**config.mk**
```make
export PLATFORM = sky130hd
export DESIGN_NAME = ram_fill_sequencer
export DESIGN_NICKNAME = d
export VERILOG_FILES = /design/src/rtl/ram_fill_sequencer.sv
export SDC_FILE = /design/constraint.sdc
export NUM_CORES = 1
export LEC_CHECK = 0
export BUFFER_PORTS_ARGS = -buffer_cell sky130_fd_sc_hd__buf_4
export CORE_UTILIZATION = 53
export CTS_CLUSTER_DIAMETER = 150
export DETAILED_ROUTE_END_ITERATION = 8
export PLACE_DENSITY = 0.87
export SLEW_MARGIN = 0
export SYNTH_ARGS = -nofsm -noshare
export SYNTH_HDL_FRONTEND = slang
export SYNTH_SLANG_ARGS = --single-unit
export TNS_END_PERCENT = 1
```
**constraint.sdc**
```tcl
create_clock -name clk -period 1.93 [get_ports clk]
set_input_delay 0.386 -clock clk [delete_from_list [all_inputs] [get_ports clk]]
set_output_delay 0.386 -clock clk [all_outputs]
set_load 0.05 [all_outputs]
```
**src/rtl/ram_fill_sequencer.sv**
```systemverilog
// ram_fill_sequencer: walks BASE..LAST writing one generated word per address.
// Optional LFSR pattern generator enabled by defining RAM_FILL_LFSR_EN.
module ram_fill_sequencer #(
    parameter int ADDR_W = 10,
    parameter int DATA_W = 8,
    parameter int BASE   = 0,
    parameter int LAST   = 2**ADDR_W-1,
    parameter int GAP    = 0
) (
    input  logic              clk,
    input  logic              rst_n,
    input  logic              start,
    input  logic              abort,
    input  logic [1:0]        mode,
    input  logic [DATA_W-1:0] fill_value,
    input  logic              loop,
    input  logic              ram_ready,
    output logic              ram_we,
    output logic [ADDR_W-1:0] ram_addr,
    output logic [DATA_W-1:0] ram_data,
    output logic              busy,
    output logic              done
);

    typedef enum logic [1:0] {
        S_IDLE  = 2'd0,
        S_WRITE = 2'd1,
        S_GAP   = 2'd2
    } state_t;

    localparam int GW = (GAP > 1) ? $clog2(GAP) : 1;
    localparam logic [GW-1:0]     GAP_LOAD = GW'((GAP > 0) ? GAP - 1 : 0);
    localparam logic [ADDR_W-1:0] BASE_A   = ADDR_W'(BASE);
    localparam logic [ADDR_W-1:0] LAST_A   = ADDR_W'(LAST);

    state_t            state_q, state_d;
    logic              we_q, we_d;
    logic [ADDR_W-1:0] addr_q, addr_d;
    logic [DATA_W-1:0] data_q, data_d;
    logic              busy_q, busy_d;
    logic              done_q, done_d;
    logic [1:0]        mode_q, mode_d;
    logic [DATA_W-1:0] fill_q, fill_d;
    logic              loop_q, loop_d;
    logic [GW-1:0]     gcnt_q, gcnt_d;
    logic              accept;
    logic              wrap;

`ifdef RAM_FILL_LFSR_EN
    logic [15:0] lfsr_q, lfsr_d;
    logic [15:0] lfsr_nx;
    logic [15:0] seed;

    function automatic logic [15:0] lfsr_seed(input logic [DATA_W-1:0] v);
        logic [2*DATA_W-1:0] cat;
        logic [15:0]         s;
        cat = {v, ~v};
        s   = 16'(cat);
        return (s == 16'h0000) ? 16'h0001 : s;
    endfunction

    function automatic logic [15:0] lfsr_step(input logic [15:0] s);
        return {1'b0, s[15:1]} ^ (s[0] ? 16'hB400 : 16'h0000);
    endfunction
`endif

    assign accept = we_q & ram_ready;
    assign wrap   = (addr_q == LAST_A);

    // Next-state, next-word and handshake decode; abort overrides everything
    always_comb begin
        state_d = state_q;
        we_d    = we_q;
        addr_d  = addr_q;
        data_d  = data_q;
        busy_d  = busy_q;
        done_d  = 1'b0;
        mode_d  = mode_q;
        fill_d  = fill_q;
        loop_d  = loop_q;
        gcnt_d  = gcnt_q;
`ifdef RAM_FILL_LFSR_EN
        lfsr_d  = lfsr_q;
        lfsr_nx = lfsr_step(lfsr_q);
        seed    = lfsr_seed(fill_value);
`endif
        unique case (state_q)
            S_IDLE: begin
                if (start) begin
                    mode_d  = mode;
                    fill_d  = fill_value;
                    loop_d  = loop;
                    addr_d  = BASE_A;
                    data_d  = fill_value;
`ifdef RAM_FILL_LFSR_EN
                    lfsr_d  = seed;
                    if (mode == 2'b10) begin
                        data_d = seed[DATA_W-1:0];
                    end
`endif
                    we_d    = 1'b1;
                    busy_d  = 1'b1;
                    state_d = S_WRITE;
                end
            end
            S_WRITE: begin
                if (accept) begin
                    addr_d = wrap ? BASE_A : addr_q + ADDR_W'(1);
`ifdef RAM_FILL_LFSR_EN
                    if (mode_q == 2'b10) begin
                        lfsr_d = lfsr_nx;
                        data_d = lfsr_nx[DATA_W-1:0];
                    end else
`endif
                    if (mode_q == 2'b00 || mode_q == 2'b10) begin
                        data_d = wrap ? fill_q : data_q + DATA_W'(1);
                    end else begin
                        data_d = fill_q;
                    end
                    done_d = wrap;
                    if (wrap && !loop_q) begin
                        we_d    = 1'b0;
                        busy_d  = 1'b0;
                        state_d = S_IDLE;
                    end else if (GAP > 0) begin
                        we_d    = 1'b0;
                        gcnt_d  = GAP_LOAD;
                        state_d = S_GAP;
                    end
                end
            end
            S_GAP: begin
                if (gcnt_q == '0) begin
                    we_d    = 1'b1;
                    state_d = S_WRITE;
                end else begin
                    gcnt_d = gcnt_q - GW'(1);
                end
            end
            default: begin
                we_d    = 1'b0;
                busy_d  = 1'b0;
                state_d = S_IDLE;
            end
        endcase
        if (abort) begin
            we_d    = 1'b0;
            busy_d  = 1'b0;
            done_d  = 1'b0;
            state_d = S_IDLE;
        end
    end

    // State and registered outputs
    always_ff @(posedge clk or negedge rst_n) begin
        if (!rst_n) begin
            state_q <= S_IDLE;
            we_q    <= 1'b0;
            addr_q  <= BASE_A;
            data_q  <= '0;
            busy_q  <= 1'b0;
            done_q  <= 1'b0;
            mode_q  <= 2'b00;
            fill_q  <= '0;
            loop_q  <= 1'b0;
            gcnt_q  <= '0;
`ifdef RAM_FILL_LFSR_EN
            lfsr_q  <= 16'h0001;
`endif
        end else begin
            state_q <= state_d;
            we_q    <= we_d;
            addr_q  <= addr_d;
            data_q  <= data_d;
            busy_q  <= busy_d;
            done_q  <= done_d;
            mode_q  <= mode_d;
            fill_q  <= fill_d;
            loop_q  <= loop_d;
            gcnt_q  <= gcnt_d;
`ifdef RAM_FILL_LFSR_EN
            lfsr_q  <= lfsr_d;
`endif
        end
    end

    assign ram_we   = we_q;
    assign ram_addr = addr_q;
    assign ram_data = data_q;
    assign busy     = busy_q;
    assign done     = done_q;

endmodule

```
### Word level (Yosys, flattened, before mapping)

Cells that the tools add are included.

* register bits after elaboration: 35
* output and inout port bits: 21

* add/subtract/negate cells: 3
* eq/ne operators: 11
* multiplexer cells: 27
* bitwise gates (word level): 1
* reduce and logical (&&, ||, !) cells: 10

Operators by type and width (number)
* $mux W8: 4
* $mux W10: 3
* $pmux W10 S2: 1
* $pmux W8 S2: 1
* $ne A3 B3 Y1 const B: 4
* $add A10 B1 Y10 const B: 1
* $eq A10 B10 Y1 const B: 1
* $mux W1: 10
* $mux W2: 5
* $add A8 B1 Y8 const B: 1
* $reduce_and A4 Y1: 2
* $ne A2 B2 Y1 const B: 3
* $pmux W1 S3: 2
* $pmux W2 S3: 1
* $eq A2 B2 Y1 const B: 2
* $logic_not A2 Y1: 2
* $reduce_and A3 Y1: 1
* $eq A2 B1 Y1 const B: 1
* $reduce_and A2 Y1: 1
* $reduce_bool A2 Y1: 1
* $and A1 B1 Y1: 1
* $logic_and A1 B1 Y1: 1
* $logic_not A1 Y1: 1
* $logic_or A1 B1 Y1: 1
* $sub A1 B1 Y1 const B: 1

### Logic depth before layout (Yosys ltp)

* depth in word-level cells: 6
* mapped depth: 7

### Worst setup path after synthesis

OpenSTA, ideal clock, no wires.

* path type: reg-to-reg
* from: reg addr_q[1], in the netlist ram_addr[1]
* to: reg data_q[4], in the netlist ram_data[4]
* setup time: 0.126 ns
* arrival: 1.892 ns
* required time: 1.804 ns
* setup slack: -0.088 ns
* stages on the path, launching flop included: 8
* period minus slack after synthesis: 2.018 ns
* cell sequence: dfrtp_1 ha_1 and4_1 buf_4 a31o_4 buf_6 a211oi_2 o32a_1

* word-level cells in the longest chain between the ends: 5

Ends and longest elaborated chain
* start: declaration: line 38 `logic [ADDR_W-1:0] addr_q, addr_d;`
* start signal: assignment: line 173 `addr_q <= addr_d;`
* $eq A10 B10 Y1: line 68 `assign wrap = (addr_q == LAST_A);`
* $mux W8: line 116 `data_d = wrap ? fill_q : data_q + DATA_W'(1);`
* $mux W8: line 115 `if (mode_q == 2'b00 || mode_q == 2'b10) begin`
* $mux W8: line 107 `if (accept) begin`
* $pmux W8 S2: line 87 `unique case (state_q)`
* end signal: assignment: line 174 `data_q <= data_d;`
* end: declaration: line 39 `logic [DATA_W-1:0] data_q, data_d;`

No other way between the ends. The select of a mux whose other input is x is not followed.
A chain may end at the register's enable or synchronous reset.

### Worst setup path in the final report

* from: reg addr_q[0], in the netlist ram_addr[0]
* to: reg data_q[2], in the netlist ram_data[2]

Same word-level chain as after synthesis.

==> qor.yml <==
synth:
  synth_warnings: 0
  syn_nets: 207
  synth_area_sq_um: 1690
  synth.top_cells.by_area: "dfrtp_1 44%, nand2_1 9.8%, mux2i_1 4.7%"
  yosysTopAreaCell: "dfrtp_1"
  yosys.cell_types.count: 42
  synth_top_area_share: 0.444
  synth.ff_latch_count: 30
  ys_async_sr_fraction: 1.00
  postSynthCellCount: 189
  synthFlopType: "dfrtp_1"
  synth_edf_count: 0
  ys_seq_area_frac: 0.444
  postSynthAreaPerCell_sq_um: 8.94
grt:
  first_global_vias: 1364
  track_usage: 0.242
  grt_max_degree: 31
  grt_pass1_wl_mm: 6.20
  gr-total-overflow: 0
  antenna_found_initial: 0
floorplanning:
  initial_core_util: 0.558
  die_y_microns: 58.5
  pin_count: 37
  die_width_microns: 58.5
  row_count: 20
  die_area_sq_um: 3420
  coreArea_sq_um: 3030
cells_and_area:
  fin_nets: 241
  drive_above_1_share: 0.242
  n_antenna_cell: 0
  final_cell_mix: "44 x nand2_1, 40 x buf_4, 28 x dfrtp_1"
  syn2layout_area_growth_pct: 19.6
  final_common_cell: "nand2_1"
  layout.cells.non_filler: 267
  num-fill-cells: 239
sta:
  slew_viol_final: 0
  finalSetupViolCount: 0
  post-route-period-util: 0.943
  rsz0062_at_grt: "no"
  worstMarginPinSlew_ps: 390
  hold_viol: 0
  max_clock_freq_ghz: 0.550
  worst_clock_skew_ps: 7.95
  fin_hold_ws_ps: 214
  post-route-min-period_ps: 1820
  slew_headroom: 0.739
  finalSetupTns_ps: 0
setup_path:
  cp.arrival_ps: 2030
  crit_family: "compound AO/OA/AOI/OAI gates"
  cpMaxStageDelayCell: "dfrtp_2"
  cp-start-kind: "flop"
  cp_max_fo: 8
  critPathBufInv: 0
  end_kind: "flop"
  crit_type: "reg -> reg"
  critical_path.max_stage_delay_ps: 440
  crit_required_ps: 2140
  crit_path_cell_trace: "ha_1, and4_1, a31oi_1, mux2i_1, o22ai_1"
clock_tree:
  cts_setup_buffers: 0
  clockBufferDepth: 2
  cts_resized: 0
  cts_tree: "yes"
  numCtsBuffers: 5
  clkSlewWorstSetupHoldPaths_ps: 90
  clock_latency_ps: 320
  cts-htree-levels: 2
  root_buffer: "clkbuf_4"
  cts.sinks: 30
placed_design:
  post-place-cells: 259
  port_buffers: 35
  dp_hpwl_mm: 2.56
  place_congestion: 0.778
route:
  antenna_left: 0
  wl_met3_microns: 156
  detail_route.vias_per_cell: 5.61
  drc: 0
  via_count: 1498
  drtIter0Drc: 105
  highest_layer: "met4"
  routedLengthMet1_mm: 1.70
  routedWlPerCell_microns: 14.1
  wl_met2_mm: 1.80
  drtPass1Iterations: 4
  wirelength_mm: 3.75
power_and_ir_drop:
  p_per_area_nw_per_um2: 829
  vdd.ir_drop.worst_mv: 0.423
  p_leak_uw: 0.000963
hold_path:
  hold_class: "in -> reg"
status:
  status: "completed"
run:
  drv_cap: 0
==> report_power, final <==
group / switching, uW / internal (uW)
Combinational: 342 / 200
Sequential: 95.6 / 701
Clock: 201 / 137
==> what timing repair did <==
item,4_1_cts,5_1_grt
endpoints found under the hold margin,30,0
setup endpoints to repair,0,0
hold buffers,1,0
==> cell families after synthesis <==
family,Yosys count,share of synthesized area
compound gates,46,0.189
xor+xnor,6,0.0311
fa+ha+maj,2,0.0148
buf+inv,15,0.0503
flops,30,0.444
mux,9,0.0540
simple gates,81,0.216
==> through the flow <==
step / power (uW) / setup slack, ps / util / instance area, sq um
2_1_floorplan: 1170 / 79.5 / - / 1690
3_3_place_gp: 1330 / 183 / 0.650 / 1970
5_1_grt: 1760 / 9.83 / 0.668 / 2020
6_report: 1680 / 110 / 0.668 / 2020
3_5_place_dp: 1340 / 117 / 0.650 / 1970
4_1_cts: 1680 / 110 / 0.668 / 2020
==> worst paths after layout <==
| path | startpoint | endpoint | slack (ps) | depth (start not counted) |
|---|---|---|---|---|
| worst min-delay path | abort | busy | 210 | 2 |
| min in group asynchronous | rst_n | busy | 540 | 2 |
| worst max-delay path | ram_addr[0] | ram_data[2] | 110 | 5 |
| max in group asynchronous | rst_n | ram_addr[0] | 1090 | 2 |
| worst max register to register | ram_addr[0] | ram_data[2] | 110 | 5 |
| worst min register to register | loop_q | loop_q | 480 | 2 |
==> per-layer routing <==
layer	GRT usage	vias up
met4	0.126	0
met2	0.384	51
met1	0.320	699
met3	0.0396	11
met5	0	-
li1	-	737
==> synth_stat cells, types with 2 or more instances <==
cell type / number
nor3_1: 4
clkbuf_1: 5
buf_2: 5
buf_4: 2
nor2_1: 11
o21ai_0: 12
buf_6: 2
nand3_1: 9
xnor2_1: 2
a21oi_1: 3
nand2b_1: 2
xor2_1: 4
mux2i_1: 8
a22o_1: 4
ha_1: 2
and4_1: 2
o31ai_1: 3
nand3b_1: 2
nand2_1: 44
a31oi_1: 8
dfrtp_1: 30
o22ai_1: 5
==> area by class of cell <==
cell class	count	area, sq um	area share
Multi-Input combinational cell	144	855	0.423
Timing Repair Buffer	41	310	0.153
Inverter	1	3.75	0.00186
Clock buffer	7	45.0	0.0223
Tap cell	44	55.1	0.0272
Sequential cell	30	753	0.373
==> worst reg2reg max path: stages, from the launching register on <==
cell,delay (ps)
dfrtp_2,440
ha_1,250
and4_1,300
a31oi_1,380
mux2i_1,240
o22ai_1,100
==> flip-flops by register name (all words and copies together) (netlist names) <==
register	cells
ram_addr	10
fill_q	8
ram_data	8
busy	1
done	1
loop_q	1
mode_q	1
Note: power is estimated with default switching activity, not from simulation.
